**src/rtl/tc_seq.sv**
```systemverilog
// tc_seq: chunk-serial two's-complement pass/negate/abs unit, LSB chunk first with a registered carry.
// Latency: out_valid NCH cycles after accept; DONE holds result/ovf until out_ready; in_ready only in IDLE.
module tc_seq #(
  parameter int WIDTH = 16,
  parameter int CHUNK = 4
) (
  input  logic             clk,
  input  logic             rst_n,
  input  logic             in_valid,
  output logic             in_ready,
  input  logic [WIDTH-1:0] operand,
  input  logic [1:0]       mode,
  output logic             out_valid,
  input  logic             out_ready,
  output logic [WIDTH-1:0] result,
  output logic             ovf
);

  localparam int NCH = WIDTH / CHUNK;
  localparam int CW  = (NCH > 1) ? $clog2(NCH) : 1;
  localparam logic [CW-1:0]    LAST     = CW'(NCH - 1);
  localparam logic [WIDTH-1:0] MOST_NEG = {1'b1, {(WIDTH-1){1'b0}}};
  localparam logic [WIDTH-1:0] CMASK    = WIDTH'({CHUNK{1'b1}});

  if (WIDTH < 2 || CHUNK < 1 || (WIDTH % CHUNK) != 0) begin : g_param_chk
    $error("tc_seq: WIDTH must be >= 2 and a multiple of CHUNK");
  end

  typedef enum logic [1:0] {IDLE, CALC, DONE} state_t;

  state_t            state_q, state_d;
  logic [WIDTH-1:0]  op_q, op_d;
  logic              inv_q, inv_d;
  logic              carry_q, carry_d;
  logic [CW-1:0]     cnt_q, cnt_d;
  logic [WIDTH-1:0]  res_q, res_d;
  logic              ovf_q, ovf_d;

  logic [CHUNK-1:0]  chunk_in;
  logic [CHUNK:0]    sum;
  int                sh;

  always_comb begin
    state_d  = state_q;
    op_d     = op_q;
    inv_d    = inv_q;
    carry_d  = carry_q;
    cnt_d    = cnt_q;
    res_d    = res_q;
    ovf_d    = ovf_q;
    sh       = int'(cnt_q) * CHUNK;
    chunk_in = CHUNK'(op_q >> sh);
    // Conditional invert plus the carry that was seeded with inv_q gives the +1 of negation.
    sum      = {1'b0, chunk_in ^ {CHUNK{inv_q}}} + {{CHUNK{1'b0}}, carry_q};

    unique case (state_q)
      IDLE: begin
        if (in_valid) begin
          op_d    = operand;
          inv_d   = (mode == 2'b01) || ((mode == 2'b10) && operand[WIDTH-1]);
          carry_d = inv_d;
          cnt_d   = '0;
          ovf_d   = inv_d && (operand == MOST_NEG);
          state_d = CALC;
        end
      end
      CALC: begin
        res_d   = (res_q & ~(CMASK << sh)) | (WIDTH'(sum[CHUNK-1:0]) << sh);
        carry_d = sum[CHUNK];
        if (cnt_q == LAST) begin
          state_d = DONE;
        end else begin
          cnt_d = cnt_q + CW'(1);
        end
      end
      DONE: begin
        if (out_ready) begin
          state_d = IDLE;
        end
      end
      default: state_d = IDLE;
    endcase
  end

  always_ff @(posedge clk or negedge rst_n) begin
    if (!rst_n) begin
      state_q <= IDLE;
      op_q    <= '0;
      inv_q   <= 1'b0;
      carry_q <= 1'b0;
      cnt_q   <= '0;
      res_q   <= '0;
      ovf_q   <= 1'b0;
    end else begin
      state_q <= state_d;
      op_q    <= op_d;
      inv_q   <= inv_d;
      carry_q <= carry_d;
      cnt_q   <= cnt_d;
      res_q   <= res_d;
      ovf_q   <= ovf_d;
    end
  end

  assign in_ready  = (state_q == IDLE);
  assign out_valid = (state_q == DONE);
  assign result    = res_q;
  assign ovf       = ovf_q;

endmodule

```
**config.mk**
```make
export PLATFORM = sky130hd
export DESIGN_NAME = tc_seq
export DESIGN_NICKNAME = d
export VERILOG_FILES = /design/src/rtl/tc_seq.sv
export SDC_FILE = /design/constraint.sdc
export NUM_CORES = 1
export LEC_CHECK = 0
export ABC_CLOCK_PERIOD_IN_PS = 2840
export CORE_MARGIN = 4
export CORE_UTILIZATION = 40
export DETAILED_ROUTE_END_ITERATION = 10
export DONT_BUFFER_PORTS = 1
export PLACE_DENSITY = 0.54
export SYNTH_ARGS = -nofsm -noshare
export SYNTH_HDL_FRONTEND = slang
export SYNTH_SLANG_ARGS = --single-unit
```
**constraint.sdc**
```tcl
create_clock -name clk -period 2.84 [get_ports clk]
set_clock_uncertainty 0.2 [all_clocks]
set_input_delay 0.568 -clock clk [delete_from_list [all_inputs] [get_ports clk]]
set_output_delay 0.568 -clock clk [all_outputs]
set_load 0.005 [all_outputs]
```
After elaboration in Yosys (flattened, before gate mapping):

Index checks and enable logic that the tools add are counted.
W data, S select, Z words.

* word-level logic and storage cells: 44
* bits of input ports: 22
* flip-flop bits (word level): 39
* output and inout port bits: 19

* bitwise operators: 4
* muxes and demuxes: 9
* shift operators: 3
* reduce and logical (&&, ||, !) cells: 9
* equal/unequal tests: 10
* add/subtract/negate cells: 2

Operators by type and width (number)
* $and A16 B16 Y16: 1
* $eq A16 B16 Y1 const B: 1
* $not A16 Y16: 1
* $or A16 B16 Y16: 1
* $shl A4 B4 Y16: 1
* $shl A4 B4 Y16 const A: 1
* $shr A16 B4 Y4: 1
* $mux W2: 5
* $eq A2 B2 Y1 const B: 3
* $ne A2 B2 Y1 const B: 3
* $pmux W2 S3: 1
* $reduce_and A3 Y1: 2
* $add A4 B1 Y5: 1
* $eq A2 B1 Y1 const B: 2
* $pmux W2 S2: 1
* $reduce_and A2 Y1: 2
* $xor A4 B4 Y4: 1
* $add A2 B1 Y2 const B: 1
* $logic_and A1 B1 Y1: 2
* $logic_not A2 Y1: 1
* $ne A2 B1 Y1 const B: 1
* $pmux W1 S2: 1
* $reduce_bool A2 Y1: 1
* $logic_or A1 B1 Y1: 1
* $mux W1: 1

Depth between registers and ports, before layout:

Gate-level depths: netlist of run 1.

* depth after elaboration: 5
* mapped depth: 8
* depth with buffers taken out: 7

Worst setup path before layout of run 1:

OpenSTA, ideal clock, no wires.

* path kind: flip-flop to flip-flop
* start point: register cnt_q[0]
* end point: register res_q[10], in the netlist result[10]
* path slack: 0.334 ns
* arrival: 2.185 ns
* clock period less this slack: 2.506 ns
* stages on the path, launching flop included: 9
* required time: 2.519 ns
* buffers on the path: 1
* setup time: 0.121 ns
* cells stage by stage: dfrtp_1 > buf_6 > mux4_1 > xnor2_1 > ha_1 > ha_1 > xnor2_1 > xnor2_1 > a22o_1

* longest elaborated chain between the ends: 5
* elaborated cells between the ends (all ways): 8
* classes of those cells: 1 x add/sub; 3 x shift; 4 x bitwise

RTL lines
* start: declaration: line 35 `logic [CW-1:0] cnt_q, cnt_d;`
* start signal: assignment: line 99 `cnt_q <= cnt_d;`
* $shr A16 B4 Y4: line 52 `chunk_in = CHUNK'(op_q >> sh);`
* $xor A4 B4 Y4: line 54 `sum = {1'b0, chunk_in ^ {CHUNK{inv_q}}} + {{CHUNK{1'b0}}, carry_q};`
* $add A4 B1 Y5: line 54
* $shl A4 B4 Y16: line 68 `res_d = (res_q & ~(CMASK << sh)) | (WIDTH'(sum[CHUNK-1:0]) << sh);`
* $or A16 B16 Y16 *: line 68
* end signal: assignment: line 100 `res_q <= res_d;`
* end: declaration: line 36 `logic [WIDTH-1:0] res_q, res_d;`

Every way passes the cells marked *; elsewhere a longest branch is shown, timed or not.
A chain may end at the register's enable or synchronous reset.

Final worst setup path of run 1:

* start point: register cnt_q[0]
* end point: register res_q[14], in the netlist result[14]

The elaborated chain is that of the path after synthesis.

==> impl_metrics.yaml, run 1 <==
grt:
  grt_max_degree: 40
  grt_pass1_vias: 1451
  track_usage: 0.151
  grt_pass1_wl_um: 7100
  antenna_found_initial: 0
  overflow: 0
route:
  wl_per_cell_um: 17.9
  wl_um: 4090
  remaining_drc_errors: 0
  dr.first_iter.drc_count: 61
  vias: 1269
  viasPerCell: 5.54
  ant_nets: 0
  first_pass_iters: 4
sta:
  relSlewSlack: 0.729
  grt_setup_unrepaired: "false"
  final-hold-violation-count: 0
  clock.fmax_ghz: 0.407
  worst_pin_slew_ps: 403
  period_minus_slack_ps: 2460
  fin_crit_sh: 0.865
  tns_ps: 0
  fin_ws_ps: 382
  final_max_slew_viol_count: 0
  setup_viol: 0
yosys:
  synth-xor-area-share: 0.0180
  ys_ff_latch: 39
  synthArstFlopShare: 1.00
  synthMuxAreaShare: 0.172
  synth_simple_gate_area_frac: 0.106
  yosys_warnings: 0
  ys_seq_area_frac: 0.502
  synth_top_family_by_area: "multiplexers"
  synth_compound_area_frac: 0.136
  synth_adder_area_share: 0.0386
  syn_nets: 183
  ys_types: 33
  syn_inst: 155
  synth_area_per_cell_sq_um: 12.5
  synthesis.area_sq_mm: 0.00194
  synth-main-ff-cell: "dfrtp_1"
  synth-edff-count: 0
floorplan:
  core_area_sq_mm: 0.00472
  die_h_um: 77.7
  die_x_um: 77.7
  num_io_pins: 41
  die-area_sq_mm: 0.00604
  start_util: 0.411
  num_rows: 25
final_layout:
  multiInputGateArea_sq_um: 918
  final_nets: 189
  ff_latch_area_sq_um: 976
  drive_above_1_share: 0.247
  n_fill_cell: 441
  area_delta_synth_final_pct: 12.5
  antenna-diode-count: 0
placement:
  finalWeightedCongestion: 0.732
  dp_hpwl_um: 3060
  placement.io_buffers: 0
  preCtsSetupSlack_ps: 358
pwr:
  leakagePower_nw: 0.915
  p_comb_frac: 0.458
  switching_share: 0.379
  seqPwrFrac: 0.354
  p_switching_mw: 1.10
  clkPwrFrac: 0.188
  p_per_area_mw_per_mm2: 1330
  p_int_mw: 1.81
  max-vdd-ir-drop_mv: 0.585
cts:
  clkSinkCount: 39
  cts_inserted_buffers: 5
  insertion_delay_ps: 290
  cts_max_level: 2
  cts_hold_buf: 2
  cts_max_path_buffers: 2
  clk_pin_slew_ps: 80
  clockRootBuffer: "clkbuf_8"
  tritoncts: "built"
  cts_resized: 0
  cts_setup_buffers: 0
critical_path:
  critical_path_peak_fanout: 13
  end_kind: "flip-flop"
  cp-start-kind: "flip-flop"
  r2r_slack_ps: 380
  cp.arrival_ps: 2490
  required_ps: 2870
  crit_type: "reg -> reg"
worst_hold_path:
  hold_class: "in -> reg"
status:
  status: "finished clean"
job:
  drv_cap: 0
-- registers in the layout, indices dropped and copies added (netlist names) --
signal,count
inv_q,1
result,16
cnt_q,2
ovf,1
op_q,16
state_q,2
carry_q,1
-- final cells by class --
type / count / area share
Sequential cell: 39 / 0.446
Multi-Input combinational cell: 105 / 0.420
Tap cell: 67 / 0.0384
Clock buffer: 5 / 0.0315
Clock inverter: 3 / 0.0309
Timing Repair Buffer: 5 / 0.0240
Inverter: 5 / 0.00859
-- Yosys cell counts, types with 2 or more instances --
cell / instances / area (sq um)
mux4_1: 2 / 52.6
nor3_1: 5 / 25.0
nor4_1: 3 / 18.8
o21ai_1: 2 / 10.0
buf_2: 4 / 20.0
nand2b_1: 3 / 18.8
dfrtp_1: 39 / 976
a21oi_1: 5 / 25.0
nand3b_1: 4 / 30.0
inv_1: 5 / 18.8
a22o_1: 13 / 114
a32o_1: 4 / 40.0
ha_1: 6 / 75.1
mux2_2: 21 / 236
mux4_2: 2 / 45.0
nand3_1: 4 / 20.0
a31oi_1: 4 / 25.0
xnor2_1: 4 / 35.0
nand2_1: 6 / 22.5
nor2_1: 6 / 22.5
-- critical path, stage by stage (launching register included) --
cell	delay (ps)
dfrtp_1	360
buf_4	210
mux4_2	580
xnor2_1	150
ha_1	220
xnor2_1	140
xnor2_1	340
a22o_1	190
-- power groups by stage --
stage | logic, mW | clock network (mW) | registers [mW]
floorplan | 1.10 | 0 | 0.961
finish | 1.33 | 0.548 | 1.03
global route | 1.48 | 0.584 | 1.08
global placement | 1.29 | 0 | 1.04
detailed placement | 1.33 | 0 | 1.05
CTS | 1.35 | 0.562 | 1.04
-- per-stage QoR --
stage / area (sq um) / power, mW / utilization / hold slack [ps] / std cells
after CTS: 2190 / 2.95 / 0.463 / 181 / 229
after detailed placement: 2020 / 2.38 / 0.428 / 73.7 / 219
final: 2190 / 2.91 / 0.463 / 188 / 229
after global placement: 2020 / 2.33 / 0.428 / 73.7 / 219
after global routing: 2190 / 3.14 / 0.463 / 180 / 229
after floorplan: 1940 / 2.06 / - / 72.4 / 155
-- routing by layer --
metal  track usage  vias to the layer above  routed length (um)
li1              -                      598                   -
met1         0.185                      628                1770
met2         0.247                       38                2000
met3        0.0476                        5                 274
met4        0.0569                        0                  52
met5             0                        -                   0
-- cell families after synthesis --
| logic type | after synthesis |
|---|---|
| DFF | 39 |
| muxes | 25 |
| AOI/OAI and AO/OA | 32 |
| adders and majority gates | 6 |
| buffers and inverters | 11 |
| and+or+nand+nor | 38 |
| xor gates and xnor gates | 4 |
-- final timing paths --
check	from	endpoint	cells past startpoint
setup / recovery	cnt_q[0]	result[14]	7
hold / removal	out_ready	state_q[1]	1
setup reg to reg	cnt_q[0]	result[14]	7
hold reg to reg	op_q[7]	op_q[7]	1
max in group asynchronous	rst_n	result[0]	2
min in group asynchronous	rst_n	result[4]	2
-- placed cells by master, fill, tap and decap left out, types with 2 or more instances in the layout --
| cell | instances |
|---|---|
| xnor2_1 | 4 |
| a21oi_1 | 5 |
| nor4_1 | 3 |
| nor3_1 | 5 |
| a32o_1 | 4 |
| nand3b_1 | 4 |
| nand2b_1 | 3 |
| bufinv_16 | 2 |
| nor2_1 | 6 |
| inv_1 | 5 |
| a22o_1 | 13 |
| dfrtp_1 | 39 |
| mux2_2 | 21 |
| mux4_1 | 2 |
| nand2_1 | 6 |
| nand3_1 | 4 |
| ha_1 | 6 |
| clkbuf_8 | 5 |
| buf_4 | 3 |
| mux4_2 | 2 |
| o21ai_1 | 2 |
| a31oi_1 | 4 |
(Power assumes the default switching activity.)
==> run 2: changes to the inputs <==
--- a/config.mk
+++ b/config.mk
@@ -7,3 +7,3 @@
 export LEC_CHECK = 0
-export ABC_CLOCK_PERIOD_IN_PS = 2840
+export ABC_CLOCK_PERIOD_IN_PS = 2500
 export CORE_MARGIN = 4
==> constraint.sdc (replaced) <==
create_clock -name clk -period 2.5 [get_ports clk]
set_clock_uncertainty 0.2 [all_clocks]
set_input_delay 0.375 -clock clk [delete_from_list [all_inputs] [get_ports clk]]
set_output_delay 0.375 -clock clk [all_outputs]
set_load 0.005 [all_outputs]
==> run 2 against run 1 <==
Net effect:
- sequential power increased by 15%
- non-clock buffer count unchanged
- routed wire length increased by 5.4%
- sequential cell count unchanged
- critical path type unchanged
- highest routed layer unchanged
==> impl_metrics.yaml, run 2 (same netlist as run 1, synthesis figures left out) <==
status:
  status: "finished clean"
grt:
  use_met3: 0.0534
  track_usage: 0.152
  grt_util_met1: 0.190
  grt_pass1_vias: 1348
  grt_pass1_wl_um: 7100
  overflow: 0
  busiest_layer: "met2"
  gr-usage-met2: 0.249
  antenna_found_initial: 0
  grt_max_degree: 40
final_layout:
  area_delta_synth_final_pct: 10.3
  antenna-diode-count: 0
  multiInputGateArea_sq_um: 930
  n_fill_cell: 444
  drive_above_1_share: 0.259
  final_common_cell: "dfrtp_1"
  final_cell_mix: "dfrtp_1 (38), mux2_2 (21), a22o_1 (13)"
  ff_latch_area_sq_um: 977
  final_nets: 189
critical_path:
  worst-r2r-cell-count: 7
  worstReg2RegStart: "cnt_q[0]"
  crit_type: "reg -> reg"
  critical_path_peak_fanout: 4
  r2r_slack_ps: 100
  cp.arrival_ps: 2370
  reg2reg_to: "result[14]"
  end_kind: "flip-flop"
  cp-start-kind: "flip-flop"
  required_ps: 2480
pwr:
  p_int_mw: 1.88
  seqPwrFrac: 0.375
  finalPower_mw: 3.14
  p_switching_mw: 1.26
  leakagePower_nw: 0.898
  p_per_area_mw_per_mm2: 1460
  max-vdd-ir-drop_mv: 0.521
  clkPwrFrac: 0.129
  switching_share: 0.401
  p_comb_frac: 0.496
floorplan:
  die_h_um: 77.7
  num_io_pins: 41
  core_area_sq_mm: 0.00472
  start_util: 0.411
  die-area_sq_mm: 0.00604
  die_x_um: 77.7
  num_rows: 25
sta:
  fin_crit_sh: 0.958
  final-hold-violation-count: 0
  worst_pin_slew_ps: 394
  relSlewSlack: 0.734
  clock.fmax_ghz: 0.417
  setup_viol: 0
  final_max_slew_viol_count: 0
  period_minus_slack_ps: 2400
  tns_ps: 0
worst_hold_path:
  hold_class: "in -> reg"
  hold_start: "out_ready"
  hold-path-cell-count: 1
  holdPathEnd: "state_q[1]"
route:
  dr.first_iter.drc_count: 32
  remaining_drc_errors: 0
  first_pass_iters: 4
  vias: 1291
  ant_nets: 0
  viasPerCell: 5.64
  wl_per_cell_um: 18.8
  wl_um: 4310
cts:
  tritoncts: "built"
  clk_pin_slew_ps: 70
  cts_inserted_buffers: 5
  cts_max_level: 2
  clockRootBuffer: "clkbuf_8"
  insertion_delay_ps: 290
  clkSinkCount: 39
  cts_max_path_buffers: 2
placement:
  finalWeightedCongestion: 0.786
  dp_hpwl_um: 3190
  placement.io_buffers: 0
job:
  drv_cap: 0
## run 2: cell types whose count changed in the layout (fill, tap and decap cells not counted)
cell        previous run  this run
clkinvlp_4             1         0
clkinv_2               0         1
clkbuf_1               0         2
mux4_2                 2         3
bufinv_16              2         0
xnor2_2                0         2
mux4_1                 2         1
dfrtp_2                0         1
dfrtp_1               39        38
xnor2_1                4         2
## run 2: worst max path at each step
stage,cells past startpoint,slack [ps],to,startpoint
2_1_floorplan,8,50,result[14],cnt_q[0]
3_3_place_gp,7,120,result[2],cnt_q[0]
3_5_place_dp,7,50,result[14],cnt_q[0]
4_1_cts,7,30,result[14],cnt_q[0]
5_1_grt,7,-6,result[14],cnt_q[0]
6_report,7,100,result[14],cnt_q[0]
## run 2: stage by stage
step	cell area, sq um	instances	worst slack, ps	hold WS, ps	util
after floorplan	1940	155	49.4	-121	-
after global placement	2020	219	119	-119	0.427
after detailed placement	2020	219	54.6	-119	0.427
after CTS	2130	229	25.5	26.1	0.450
after global routing	2140	229	-5.98	12.9	0.454
final	2140	229	105	21.6	0.454
## run 2: power groups by stage
| stage | Combinational [mW] | Clock, mW | Sequential (mW) |
|---|---|---|---|
| 2_1_floorplan | 1.25 | 0 | 1.09 |
| 3_3_place_gp | 1.48 | 0 | 1.18 |
| 3_5_place_dp | 1.52 | 0 | 1.19 |
| 4_1_cts | 1.55 | 0.416 | 1.18 |
| 5_1_grt | 1.72 | 0.445 | 1.22 |
| 6_report | 1.56 | 0.404 | 1.18 |
## run 2: cell type report
| type | instances | area share |
|---|---|---|
| Multi-Input combinational cell | 105 | 0.434 |
| Timing Repair Buffer | 5 | 0.0245 |
| Inverter | 5 | 0.00876 |
| Sequential cell | 39 | 0.456 |
| Tap cell | 67 | 0.0391 |
| Clock buffer | 7 | 0.0356 |
| Clock inverter | 1 | 0.00234 |
## run 2: what timing repair did
action,4_1_cts,5_1_grt
setup buffers,0,0
hold endpoints to repair,39,0
endpoints found under the setup margin,0,4
hold buffers,2,0
gates resized for setup,0,3
## run 2: worst max-delay path: stages (launching register included)
cell,delay [ps]
dfrtp_2,400
mux4_2,510
xnor2_1,140
ha_1,230
ha_1,240
xnor2_2,160
xnor2_2,190
a22o_1,220
## run 2: layer usage
metal,share of wire,up-vias
met1,0.42,649
met5,0,-
met2,0.51,42
met4,0.0097,0
li1,-,595
met3,0.063,5
